--- src/rtl/ahb_can_mailbox_slave.sv ---
// AHB slave mailbox for a CAN node core: CTRL/STATUS registers, a bus-written TX FIFO
// and a core-written RX FIFO, with programmable wait states and two-cycle ERROR responses.
module ahb_can_mailbox_slave #(
  parameter int unsigned DEPTH       = 4,
  parameter int unsigned WAIT_STATES = 1
) (
  input  logic        HCLK,
  input  logic        HRESET,
  input  logic        HSEL,
  input  logic [15:0] HADDR,
  input  logic        HWRITE,
  input  logic [1:0]  HTRANS,
  input  logic [31:0] HWDATA,
  output logic [31:0] HRDATA,
  output logic        HREADY,
  output logic [1:0]  HRESP,
  output logic [31:0] tx_data,
  output logic        tx_valid,
  input  logic        tx_ready,
  input  logic [31:0] rx_data,
  input  logic        rx_push
);
  localparam int unsigned AW = (DEPTH > 1) ? $clog2(DEPTH) : 1;
  localparam int unsigned CW = AW + 1;
  localparam int unsigned DW = 32;
  localparam logic [2:0]    WS       = 3'(WAIT_STATES);
  localparam bit            HAS_WAIT = (WAIT_STATES != 0);
  localparam logic [CW-1:0] FULL     = CW'(DEPTH);
  localparam logic [2:0]    A_CTRL   = 3'd0;
  localparam logic [2:0]    A_STAT   = 3'd1;
  localparam logic [2:0]    A_TXD    = 3'd2;
  localparam logic [2:0]    A_RXD    = 3'd3;
  localparam logic [1:0]    RESP_OKAY  = 2'b00;
  localparam logic [1:0]    RESP_ERROR = 2'b01;

  typedef enum logic [1:0] {S_IDLE, S_WAIT, S_ERR1, S_ERR2} state_e;

  state_e          state_q, state_d;
  logic [2:0]      wcnt_q, wcnt_d;
  logic            dp_q, dp_d;
  logic [2:0]      addr_q, addr_d;
  logic            write_q, write_d;
  logic            ctrl_en_q, ctrl_en_d;
  logic            ovf_q, ovf_d;
  logic            hready_q, hready_d;
  logic [1:0]      hresp_q, hresp_d;
  logic [DW-1:0]   hrdata_q, hrdata_d;
  logic            tx_valid_q, tx_valid_d;
  logic [AW-1:0]   tx_wr_q, tx_wr_d, tx_rd_q, tx_rd_d;
  logic [CW-1:0]   tx_cnt_q, tx_cnt_d;
  logic [AW-1:0]   rx_wr_q, rx_wr_d, rx_rd_q, rx_rd_d;
  logic [CW-1:0]   rx_cnt_q, rx_cnt_d;
  logic [DW-1:0]   tx_mem [DEPTH];
  logic [DW-1:0]   rx_mem [DEPTH];

  logic            complete, do_ctrl_wr, do_tx_push, do_rx_pop;
  logic            tx_pop, rx_full, rx_wr_en, accept, acc_err, en_chk;
  logic [2:0]      sel;
  logic [CW-1:0]   tx_cnt_chk, rx_cnt_chk;
  logic            unused_bits;

  assign unused_bits = ^{HADDR[15:5], HADDR[1:0], HTRANS[0]};

  always_comb begin
    complete   = dp_q && (state_q == S_IDLE);
    do_ctrl_wr = complete && write_q && (addr_q == A_CTRL);
    do_tx_push = complete && write_q && (addr_q == A_TXD);
    do_rx_pop  = complete && !write_q && (addr_q == A_RXD);
    tx_pop     = tx_valid_q && tx_ready;
    rx_full    = (rx_cnt_q == FULL);
    rx_wr_en   = rx_push && (!rx_full || do_rx_pop);
    accept     = HSEL && HTRANS[1] && hready_q;
    sel        = HADDR[4:2];

    // Error decision accounts for a data phase completing at this same edge.
    en_chk     = do_ctrl_wr ? HWDATA[0] : ctrl_en_q;
    tx_cnt_chk = tx_cnt_q + CW'(do_tx_push);
    rx_cnt_chk = rx_cnt_q - CW'(do_rx_pop);
    acc_err    = 1'b1;
    case (sel)
      A_CTRL:  acc_err = 1'b0;
      A_STAT:  acc_err = HWRITE;
      A_TXD:   acc_err = !HWRITE || !en_chk || (tx_cnt_chk == FULL);
      A_RXD:   acc_err = HWRITE || !en_chk || (rx_cnt_chk == '0);
      default: acc_err = 1'b1;
    endcase
  end

  // Transfer FSM next state.
  always_comb begin
    state_d = state_q;
    wcnt_d  = wcnt_q;
    dp_d    = dp_q && !complete;
    addr_d  = addr_q;
    write_d = write_q;
    case (state_q)
      S_IDLE, S_ERR2: begin
        state_d = S_IDLE;
        if (accept) begin
          addr_d  = sel;
          write_d = HWRITE;
          if (acc_err) begin
            state_d = S_ERR1;
          end else begin
            dp_d = 1'b1;
            if (HAS_WAIT) begin
              state_d = S_WAIT;
              wcnt_d  = WS;
            end
          end
        end
      end
      S_WAIT: begin
        if (wcnt_q == 3'd1) state_d = S_IDLE;
        else                wcnt_d  = wcnt_q - 3'd1;
      end
      S_ERR1:  state_d = S_ERR2;
      default: state_d = S_IDLE;
    endcase
    hready_d = (state_d == S_IDLE) || (state_d == S_ERR2);
    hresp_d  = ((state_d == S_ERR1) || (state_d == S_ERR2)) ? RESP_ERROR : RESP_OKAY;
  end

  // Register and FIFO bookkeeping; side effects only at the completion edge.
  always_comb begin
    ctrl_en_d  = do_ctrl_wr ? HWDATA[0] : ctrl_en_q;
    ovf_d      = (ovf_q && !(do_ctrl_wr && HWDATA[1])) || (rx_push && rx_full && !do_rx_pop);
    tx_wr_d    = tx_wr_q + AW'(do_tx_push);
    tx_rd_d    = tx_rd_q + AW'(tx_pop);
    tx_cnt_d   = tx_cnt_q + CW'(do_tx_push) - CW'(tx_pop);
    tx_valid_d = (tx_cnt_d != '0);
    rx_wr_d    = rx_wr_q + AW'(rx_wr_en);
    rx_rd_d    = rx_rd_q + AW'(do_rx_pop);
    rx_cnt_d   = rx_cnt_q + CW'(rx_wr_en) - CW'(do_rx_pop);

    // Read data is loaded on the edge that starts a read's completion cycle.
    hrdata_d = '0;
    if (dp_d && (state_d == S_IDLE) && !write_d) begin
      case (addr_d)
        A_CTRL:  hrdata_d = 32'(ctrl_en_d);
        A_STAT:  hrdata_d = {13'd0, ovf_d, (rx_cnt_d == '0), (tx_cnt_d == FULL),
                             8'(rx_cnt_d), 8'(tx_cnt_d)};
        A_RXD:   hrdata_d = rx_mem[rx_rd_d];
        default: hrdata_d = '0;
      endcase
    end
  end

  always_ff @(posedge HCLK or posedge HRESET) begin
    if (HRESET) begin
      state_q    <= S_IDLE;
      wcnt_q     <= '0;
      dp_q       <= 1'b0;
      addr_q     <= '0;
      write_q    <= 1'b0;
      ctrl_en_q  <= 1'b0;
      ovf_q      <= 1'b0;
      hready_q   <= 1'b1;
      hresp_q    <= RESP_OKAY;
      hrdata_q   <= '0;
      tx_valid_q <= 1'b0;
      tx_wr_q    <= '0;
      tx_rd_q    <= '0;
      tx_cnt_q   <= '0;
      rx_wr_q    <= '0;
      rx_rd_q    <= '0;
      rx_cnt_q   <= '0;
    end else begin
      state_q    <= state_d;
      wcnt_q     <= wcnt_d;
      dp_q       <= dp_d;
      addr_q     <= addr_d;
      write_q    <= write_d;
      ctrl_en_q  <= ctrl_en_d;
      ovf_q      <= ovf_d;
      hready_q   <= hready_d;
      hresp_q    <= hresp_d;
      hrdata_q   <= hrdata_d;
      tx_valid_q <= tx_valid_d;
      tx_wr_q    <= tx_wr_d;
      tx_rd_q    <= tx_rd_d;
      tx_cnt_q   <= tx_cnt_d;
      rx_wr_q    <= rx_wr_d;
      rx_rd_q    <= rx_rd_d;
      rx_cnt_q   <= rx_cnt_d;
    end
  end

  // FIFO storage is plain RAM, not reset.
  always_ff @(posedge HCLK) begin
    if (do_tx_push) tx_mem[tx_wr_q] <= HWDATA;
    if (rx_wr_en)   rx_mem[rx_wr_q] <= rx_data;
  end

  assign HREADY   = hready_q;
  assign HRESP    = hresp_q;
  assign HRDATA   = hrdata_q;
  assign tx_valid = tx_valid_q;
  assign tx_data  = tx_mem[tx_rd_q];

endmodule

--- config.mk ---
export PLATFORM = sky130hd
export DESIGN_NAME = ahb_can_mailbox_slave
export DESIGN_NICKNAME = d
export VERILOG_FILES = /design/src/rtl/ahb_can_mailbox_slave.sv
export SDC_FILE = /design/constraint.sdc
export NUM_CORES = 1
export LEC_CHECK = 0
export ABC_AREA = 1
export CORE_UTILIZATION = 50
export DETAILED_ROUTE_END_ITERATION = 8
export PLACE_DENSITY = 0.84
export SLEW_MARGIN = 20
export SYNTH_ARGS = -nofsm -noshare
export SYNTH_HDL_FRONTEND = slang
export SYNTH_SLANG_ARGS = --single-unit
export TNS_END_PERCENT = 20
--- constraint.sdc ---
create_clock -name HCLK -period 4.05 [get_ports HCLK]
set_input_delay 0.405 -clock HCLK [delete_from_list [all_inputs] [get_ports HCLK]]
set_output_delay 0.405 -clock HCLK [all_outputs]
set_load 0.02 [all_outputs]
Yosys cells after proc, flatten, opt, wreduce, memory -nomap -nowiden:

Memory sizes are Yosys's and may differ from the RTL's.
Cells that the tools add are included.

* $add $sub $neg: 10
* $mul: 0
* div/mod/pow operators: 0
* $lt $le $gt $ge: 0
* eq/ne operators: 19
* shifts and indexed selects: 0
* multiplexer cells: 24
* bitwise operators: 0
* reduce and logical (&&, ||, !) cells: 44

Operators with widths (count)
* 32-bit case mux with 3 select lines: 1
* 32-bit two-way mux: 1
* 1-bit logical AND: 17
* 3-bit by 2-bit equality test with 1-bit output, second input constant: 5
* 3-bit logical NOT: 5
* 3-bit two-way mux: 5
* 1-bit two-way mux: 11
* 3-bit by 1-bit equality test with 1-bit output, second input constant: 3
* 3-bit equality test, second input constant: 3
* 3-bit by 1-bit subtractor with 3-bit output: 3
* 2-bit by 1-bit adder with 2-bit output: 4
* 2-bit equality test, second input constant: 4
* 1-bit logical NOT: 8
* 1-bit logical OR: 8
* 3-bit by 1-bit adder with 3-bit output: 2
* 2-bit two-way mux: 3
* 2-bit inequality test, second input constant: 3
* 2-bit case mux with 3 select lines: 1
* 3-bit case mux with 2 select lines: 1
* 2-bit logical NOT: 2
* 1-bit case mux with 4 select lines: 1
* 4-bit AND reduction: 1
* 3-bit nonzero test: 1
* 3-bit by 1-bit subtractor with 3-bit output, second input constant: 1
* other kinds (3): 3

* bits in registers: 61
* latch bits: 0
* RAM bits: 256
* memory bits (read-only): 0
* output and inout bits: 68
* logic and storage cells: 116
* memories kept: 2

Memory list
* rx_mem: words 4, bits a word 32, read ports 1, clocked after memory_dff 0, wr ports 1, line 54 `logic [DW-1:0] rx_mem [DEPTH];`
* tx_mem: words 4, bits a word 32, read ports 1, clocked after memory_dff 0, wr ports 1, line 53 `logic [DW-1:0] tx_mem [DEPTH];`

Depth between registers and ports, before layout:

Gate-level depths: netlist (run 1).

* depth after elaboration: 16
* depth in mapped cells: 20
* gate-level depth less buffers: 19

Least setup slack after synthesis (run 1):

Ideal clock, no wire load.

* path type: register -> register
* start: register state_q[0]
* end: memory rx_mem[0][0], enable pin
* arrival: 3.450 ns
* data required time: 3.589 ns
* slack: 0.139 ns
* cell stages (with the launch flop): 11
* buffers on the path: 0
* clock period less this slack: 3.911 ns
* cell sequence: dfrtp_1 inv_1 ha_1 nand2_1 nor2_1 nand2_1 inv_1 nor2_1 nor2_1 inv_1 nor3_1

* cells in the longest elaborated chain, start to end: 8

Ends and longest elaborated chain
* start: declaration: line 38 `state_e state_q, state_d;`
* start signal: assignment: line 169 `state_q <= state_d;`
* 2-bit logical NOT: line 65 `complete = dp_q && (state_q == S_IDLE);`
* 1-bit logical AND: line 65
* 1-bit logical AND (2 in series): line 68 `do_rx_pop = complete && !write_q && (addr_q == A_RXD);`
* 1-bit logical OR: line 71 `rx_wr_en = rx_push && (!rx_full || do_rx_pop);`
* 1-bit logical AND: line 71
* 1-bit two-way mux: line 192 `if (rx_wr_en) rx_mem[rx_wr_q] <= rx_data;`
* 1-bit two-way mux (not written as such): line 192
* end: declaration: line 54

No other way between the ends.

Worst setup path in the final report (run 1):

* start: register state_q[0]
* end: register hrdata_q[4] (netlist: HRDATA[4])

* cells in the longest elaborated chain, start to end: 16
* elaborated cells on any way between the ends: 44
* those cells by class: add/sub: 3; eq/ne: 6; mux: 13; reduce/logical: 21; memory: 1

Ends and longest elaborated chain
* branches (longest 11 deep; another with 3-bit by 1-bit adder with 3-bit output)
* 2-bit case mux with 3 select lines (*): line 96 `case (state_q)`
* via state_d[0]: line 38
* 2-bit logical NOT (*): line 138 `if (dp_d && (state_d == S_IDLE) && !write_d) begin`
* 1-bit logical AND (*) (2 in series): line 138
* 32-bit two-way mux (*): line 138
* via hrdata_d[4]: line 47 `logic [DW-1:0] hrdata_q, hrdata_d;`
* end signal: assignment: line 178 `hrdata_q <= hrdata_d;`
* end: declaration: line 47

Mark *: on every way through the listed nets, which the timed path passes.
A chain may end at the register's enable or synchronous reset.

==> summary.txt, run 1 <==
Worst setup path
  • WP data required: 4.50 ns
  • Critical Path Start Type: flop
  • Setup crit start: state_q[0]
  • R2R Path Start: state_q[0]
  • Crit Path Class: flop to flop
  • Worst Setup End Kind: flop
  • CP arrival: 3.99 ns
  • Critical path fanouts, max: 12

Floorplan
  • Die ar.: 25600 sq um
  • I/O pin count: 156
  • Starting Density: 51.2%
  • Die height: 160 microns
  • Die width: 160 microns
  • Site Rows: 57
  • Core Area: 24400 sq um

Synthesis
  • Post-Syn Area: 12500 sq um
  • Yosys reg bits: 317
  • Seq/Total Area, Yosys: 73.8%
  • Synth warn: 0
  • Syn avg cell area: 14.2 sq um
  • Cells after Synth: 882
  • Yosys cell types: 43
  • Synth Net Count: 987

Final layout
  • Area delta synth->final: 22.7%
  • Post-layout instance area: 15300 sq um
  • Ant. Diodes: 0
  • Non-filler cells in the finished layout: 1385
  • Share of cells above drive strength 1: 15.0%
  • Fin nets: 1143
  • Fill cells: 1734

Timing
  • Fin crit share: 87.3%
  • Setup TNS Final: 0 ns
  • Worst-margin pin slew: 0.929 ns
  • Min Tclk post-route: 3.53 ns
  • Slew HR: 37.7%
  • Peak Freq: 283 MHz
  • Final setup fails: 0
  • Final-report max-slew violation count: 0
  • Setup Skew: 0.00908 ns
  • RSZ-0062 raised after global routing: no
  • Endpoints failing hold: 0
  • Final worst setup slack: 0.515 ns

Clocking
  • Worst-case clock buffer depth: 3
  • Worst-path clk slew: 0.06 ns
  • Clk root buf: clkbuf_16
  • Clock Latency Late Sink: 0.54 ns
  • Total CTS buffers: 31
  • CTS H-tree depth: 1
  • Cells resized by post-CTS repair: 0
  • Clock sinks: 317
  • Post-CTS setup buffer count: 0
  • # hold bufs at CTS: 0
  • CTS tree: built

Global route
  • Global-route wire length before repair: 39100 microns
  • Largest net degree at the start of global routing: 66
  • Grt total ovfl: 0
  • GRT Util Overall: 19.5%
  • Vias in the first global route: 7611
  • Initial antenna violation count: 1

Detailed routing
  • Vias per std cell: 5.35
  • DRT Pass-1 Iters: 5
  • Final ANT Viol Nets: 0
  • Total wire length: 25000 microns
  • DRT iter0 DRCs: 513
  • DR vias: 7405
  • Residual DRC count: 0
  • Routed WL per cell: 18.1 microns

Placed design
  • DP HPWL: 15100 microns
  • Post-Place Cells: 1329
  • RD Place Congestion: 0.753
  • Placed cell areas: 14300 sq um
  • Post-Place Worst Slack: 0.493 ns
  • Port-buffer cells: 140

Run status
  • Status: complete, no violations

Pwr
  • Peak supply drop: 448 uV
  • Leakage power: 0.00552 uW
  • Power per cell area: 649 nW/um^2

Min path
  • Hold WC Path Type: primary input to asynchronous set/reset pin

Flow run
  • Max Cap Viol: 0
-- per-stage QoR --
| stage | hold WS, ns | total power [uW] | utilization [%] |
|---|---|---|---|
| after floorplan | 0.453 | 6080 | - |
| after global placement | 0.472 | 7110 | 58.7 |
| after detailed placement | 0.491 | 7200 | 58.7 |
| after CTS | 0.240 | 10000 | 62.8 |
| after global routing | 0.264 | 10400 | 62.8 |
| final | 0.222 | 9950 | 62.8 |
-- final timing paths --
| check | end | slack (ns) | cells after the start |
|---|---|---|---|
| max in group asynchronous | tx_rd_q[0] | 2.85 | 3 |
| worst min-delay path | HRDATA[22] | 0.22 | 2 |
| worst min register to register | tx_wr_q[1] | 0.49 | 1 |
| min in group HCLK | rx_mem[3][17] | 0.49 | 1 |
| worst max register to register | HRDATA[4] | 0.52 | 17 |
| worst max-delay path | HRDATA[4] | 0.52 | 17 |
-- cells by family after synthesis --
family,count (synthesis),share of synthesized area (%)
flops,317,73.8
simple gates,233,8.54
compound gates,146,6.64
buf+inv,97,3.28
mux,64,5.43
fa+ha+maj,17,1.76
xor+xnor,7,0.551
other cells,1,0.0300
-- layout make-up --
class                   instances  area, sq um  area share (%)
well taps                     324          405            2.65
inverters                      60          225            1.47
clock buffers                  34          787            5.14
repair buffers                160         1550            10.1
multi-input cells             468         2930            19.1
clock inverters                22          209            1.36
flip-flops and latches        317         9220            60.1
-- registers in the layout, indices dropped and copies added, names as in the netlist --
register / flops
ovf_q: 1
rx_rd_q: 2
tx_valid: 1
ctrl_en_q: 1
tx_rd_q: 2
state_q: 2
tx_wr_q: 2
rx_mem: 128
rx_cnt_q: 3
write_q: 1
tx_cnt_q: 3
HREADY: 1
rx_wr_q: 2
addr_q: 3
HRDATA: 32
HRESP: 1
dp_q: 1
tx_mem: 128
wcnt_q: 3
-- power by group --
| part | switching [uW] | internal, uW | total [uW] |
|---|---|---|---|
| registers | 145 | 3930 | 4080 |
| logic | 1880 | 1200 | 3080 |
| clock network | 1150 | 1650 | 2800 |
-- cells in the mapped netlist (all sizes together) --
cell | n | share of area, %
a32oi | 4 | 0.28
nor2 | 115 | 4.2
fa | 1 | 0.16
nor4 | 1 | 0.050
xor2 | 5 | 0.35
buf | 15 | 0.81
o21ai | 95 | 3.8
mux2i | 34 | 2.7
clkinv | 1 | 0.030
a31oi | 2 | 0.10
mux2 | 30 | 2.7
nor3 | 8 | 0.32
a211oi | 1 | 0.060
inv | 59 | 1.8
a21oi | 8 | 0.50
o22ai | 32 | 1.6
edfxtp | 256 | 62
xnor2 | 2 | 0.20
a31o | 1 | 0.070
dfrtp | 60 | 12
a22o | 1 | 0.070
clkbuf | 22 | 0.66
nand3 | 18 | 1.0
nand2 | 90 | 2.9
conb | 1 | 0.030
a22oi | 1 | 0.060
o21bai | 1 | 0.060
or2 | 1 | 0.050
dfstp | 1 | 0.21
ha | 16 | 1.6
-- metal layers --
| layer | wire (microns) | GRT usage [%] |
|---|---|---|
| met4 | 510 | 6.28 |
| met1 | 9880 | 24.1 |
| met2 | 12600 | 34.0 |
| met5 | 13 | 0 |
| met3 | 2060 | 4.29 |
-- critical path, stage by stage (launching register included) --
cell	delay (ns)
dfrtp_1	0.40
inv_1	0.12
ha_1	0.23
nand3_2	0.13
nor4_1	0.59
ha_1	0.28
ha_1	0.23
nor2_1	0.12
nand3_1	0.09
nand2_1	0.06
inv_1	0.04
nand3_1	0.10
a21oi_4	0.08
nand3_4	0.10
nand2_2	0.09
nor2_4	0.13
nand3_2	0.40
nor2_1	0.25
-- placed cells by master (no fill, tap or decap), types with 2 or more instances in the layout --
master and n:
nand3_2 5, a31oi_1 2, nand2_2 7, a32oi_1 4
a21oi_4 2, nor3_2 4, buf_4 20, nand2_1 82
clkinv_2 6, mux2i_1 34, xor2_1 5, dfrtp_1 59
clkinv_1 10, ha_1 15, inv_1 58, nor2_2 31
nor2_4 6, o22ai_1 32, nor3_1 4, o21ai_1 3
nor2_1 78, clkbuf_16 31, clkbuf_1 3, inv_6 2
clkdlybuf4s50_1 140, mux2_2 30, o21ai_0 91, bufinv_16 4
a21oi_1 6, nand3_1 12, edfxtp_1 256
Note: power is estimated with default switching activity, not from simulation.
==> run 2: changes to the inputs <==
==> constraint.sdc (replaced) <==
create_clock -name HCLK -period 4.05 [get_ports HCLK]
set_input_delay 0.81 -clock HCLK [delete_from_list [all_inputs] [get_ports HCLK]]
set_output_delay 0.81 -clock HCLK [all_outputs]
set_load 0.02 [all_outputs]
==> run 2 against run 1 <==
First-iteration DRC count decreased by 2.7%. Clock-buffer cell count increased by 9. Cell area decreased by 0.14%. Total power decreased by 1.3%. Flip-flop and latch count unchanged. Clock power decreased by 6%. Setup slack got worse by 0.26 ns. Sequential power about the same. Combinational power increased by 1%. Hold slack improved by 0.27 ns. Cell count about the same. Global-route usage decreased by 0.17 points. Largest cell class unchanged. Largest power group unchanged.
==> summary.txt, run 2 (synthesis results as in run 1) <==
Run status
  • Status: complete, no violations

Clocking
  • Cells resized by post-CTS repair: 0
  • CTS H-tree depth: 1
  • CTS tree: built
  • Clk root buf: clkbuf_16
  • Clock sinks: 317
  • Worst-path clk slew: 0.06 ns
  • # hold bufs at CTS: 0
  • Worst-case clock buffer depth: 3
  • Total CTS buffers: 30
  • Post-CTS setup buffer count: 0
  • Clock Latency Late Sink: 0.56 ns

Timing
  • Peak Freq: 263 MHz
  • Final setup fails: 0
  • Fin crit share: 93.7%
  • Final worst setup slack: 0.254 ns
  • Min Tclk post-route: 3.80 ns
  • Setup Skew: 0.0142 ns
  • Worst-margin pin slew: 0.922 ns
  • Hold WS: 0.493 ns
  • Endpoints failing hold: 0
  • RSZ-0062 raised after global routing: no
  • Slew HR: 38.2%
  • Setup TNS Final: 0 ns
  • Final-report max-slew violation count: 0

Detailed routing
  • Final ANT Viol Nets: 0
  • DRT iter0 DRCs: 499
  • DRT Pass-1 Iters: 7
  • Routed WL per cell: 17.9 microns
  • Vias per std cell: 5.36
  • DR vias: 7420
  • Total wire length: 24700 microns
  • Residual DRC count: 0

Final layout
  • Ant. Diodes: 0
  • Area delta synth->final: 22.5%
  • Most frequent cells in the layout: edfxtp_1, clkdlybuf4s50_1, o21ai_0, nand2_1, nor2_1
  • Fin nets: 1143
  • Core Util, Final: 62.7%
  • Post-layout instance area: 15300 sq um
  • Fill cells: 1736
  • Share of cells above drive strength 1: 14.7%
  • Commonest non-fill, non-tap cell in the layout: edfxtp_1

Global route
  • Largest net degree at the start of global routing: 66
  • Vias in the first global route: 7514
  • Initial antenna violation count: 1
  • GRT Util Overall: 19.3%
  • Grt total ovfl: 0
  • Global-route wire length before repair: 38900 microns

Floorplan
  • Die height: 160 microns
  • Core Area: 24400 sq um
  • Die width: 160 microns
  • I/O pin count: 156
  • Starting Density: 51.2%
  • Site Rows: 57
  • Die ar.: 25600 sq um

Worst setup path
  • Critical path fanouts, max: 34
  • CP arrival: 2.99 ns
  • WP data required: 3.24 ns
  • Critical Path Start Type: flop
  • Worst Setup End Kind: output port
  • Crit Path Class: flop to output port

Flow run
  • Max Cap Viol: 0

Placed design
  • DP HPWL: 15100 microns
  • Post-Place Worst Slack: 0.634 ns
  • Port-buffer cells: 140
  • RD Place Congestion: 0.780
  • Placed cell areas: 14400 sq um

Pwr
  • Leakage power: 0.00550 uW
  • Peak supply drop: 398 uV
  • Power per cell area: 642 nW/um^2

Min path
  • Hold WC Path Type: flop to flop
## run 2: worst paths after layout
kind,slack (ns),cells after the start,from,to
max,0.25,5,tx_rd_q[0],tx_data[31]
min,0.49,1,tx_wr_q[1],tx_wr_q[1]
max reg2reg,0.66,17,state_q[0],HRDATA[5]
min reg2reg,0.49,1,tx_wr_q[1],tx_wr_q[1]
max in group asynchronous,2.68,3,HRESET,HREADY
min in group asynchronous,0.64,2,HRESET,tx_cnt_q[1]
## run 2: area by class of cell
| type | count | area [sq um] | area share, % |
|---|---|---|---|
| clock buffers | 43 | 821 | 5.36 |
| clock inverters | 11 | 109 | 0.711 |
| inverters | 60 | 225 | 1.47 |
| multi-input cells | 468 | 2930 | 19.1 |
| flip-flops and latches | 317 | 9220 | 60.2 |
| well taps | 324 | 405 | 2.65 |
| repair buffers | 161 | 1600 | 10.4 |
## run 2: worst max-delay path, cell delays in order (launching register included)
cell and delay [ns]:
dfrtp_2 0.35, clkinv_1 0.70, buf_4 0.52, o21ai_0 0.21, o22ai_1 0.10, clkdlybuf4s50_1 0.56
## run 2: routing by layer
| layer | up-vias | GRT usage [%] | wire length (microns) |
|---|---|---|---|
| li1 | 3453 | - | - |
| met1 | 3632 | 24.1 | 9970 |
| met2 | 284 | 33.2 | 12300 |
| met3 | 51 | 4.31 | 1900 |
| met4 | 0 | 6.62 | 607 |
| met5 | - | 0 | 0 |
## run 2: metrics by stage
| step | instances | total power, uW |
|---|---|---|
| 2_1_floorplan | 882 | 6080 |
| 3_3_place_gp | 1330 | 7140 |
| 3_5_place_dp | 1330 | 7240 |
| 4_1_cts | 1384 | 9890 |
| 5_1_grt | 1384 | 10300 |
| 6_report | 1384 | 9830 |
## run 2: where the power goes
part           switching, uW  total [uW]  internal (uW)
registers                141        4070           3930
logic                   1890        3120           1230
clock network           1110        2640           1530
total                   3140        9830           6690
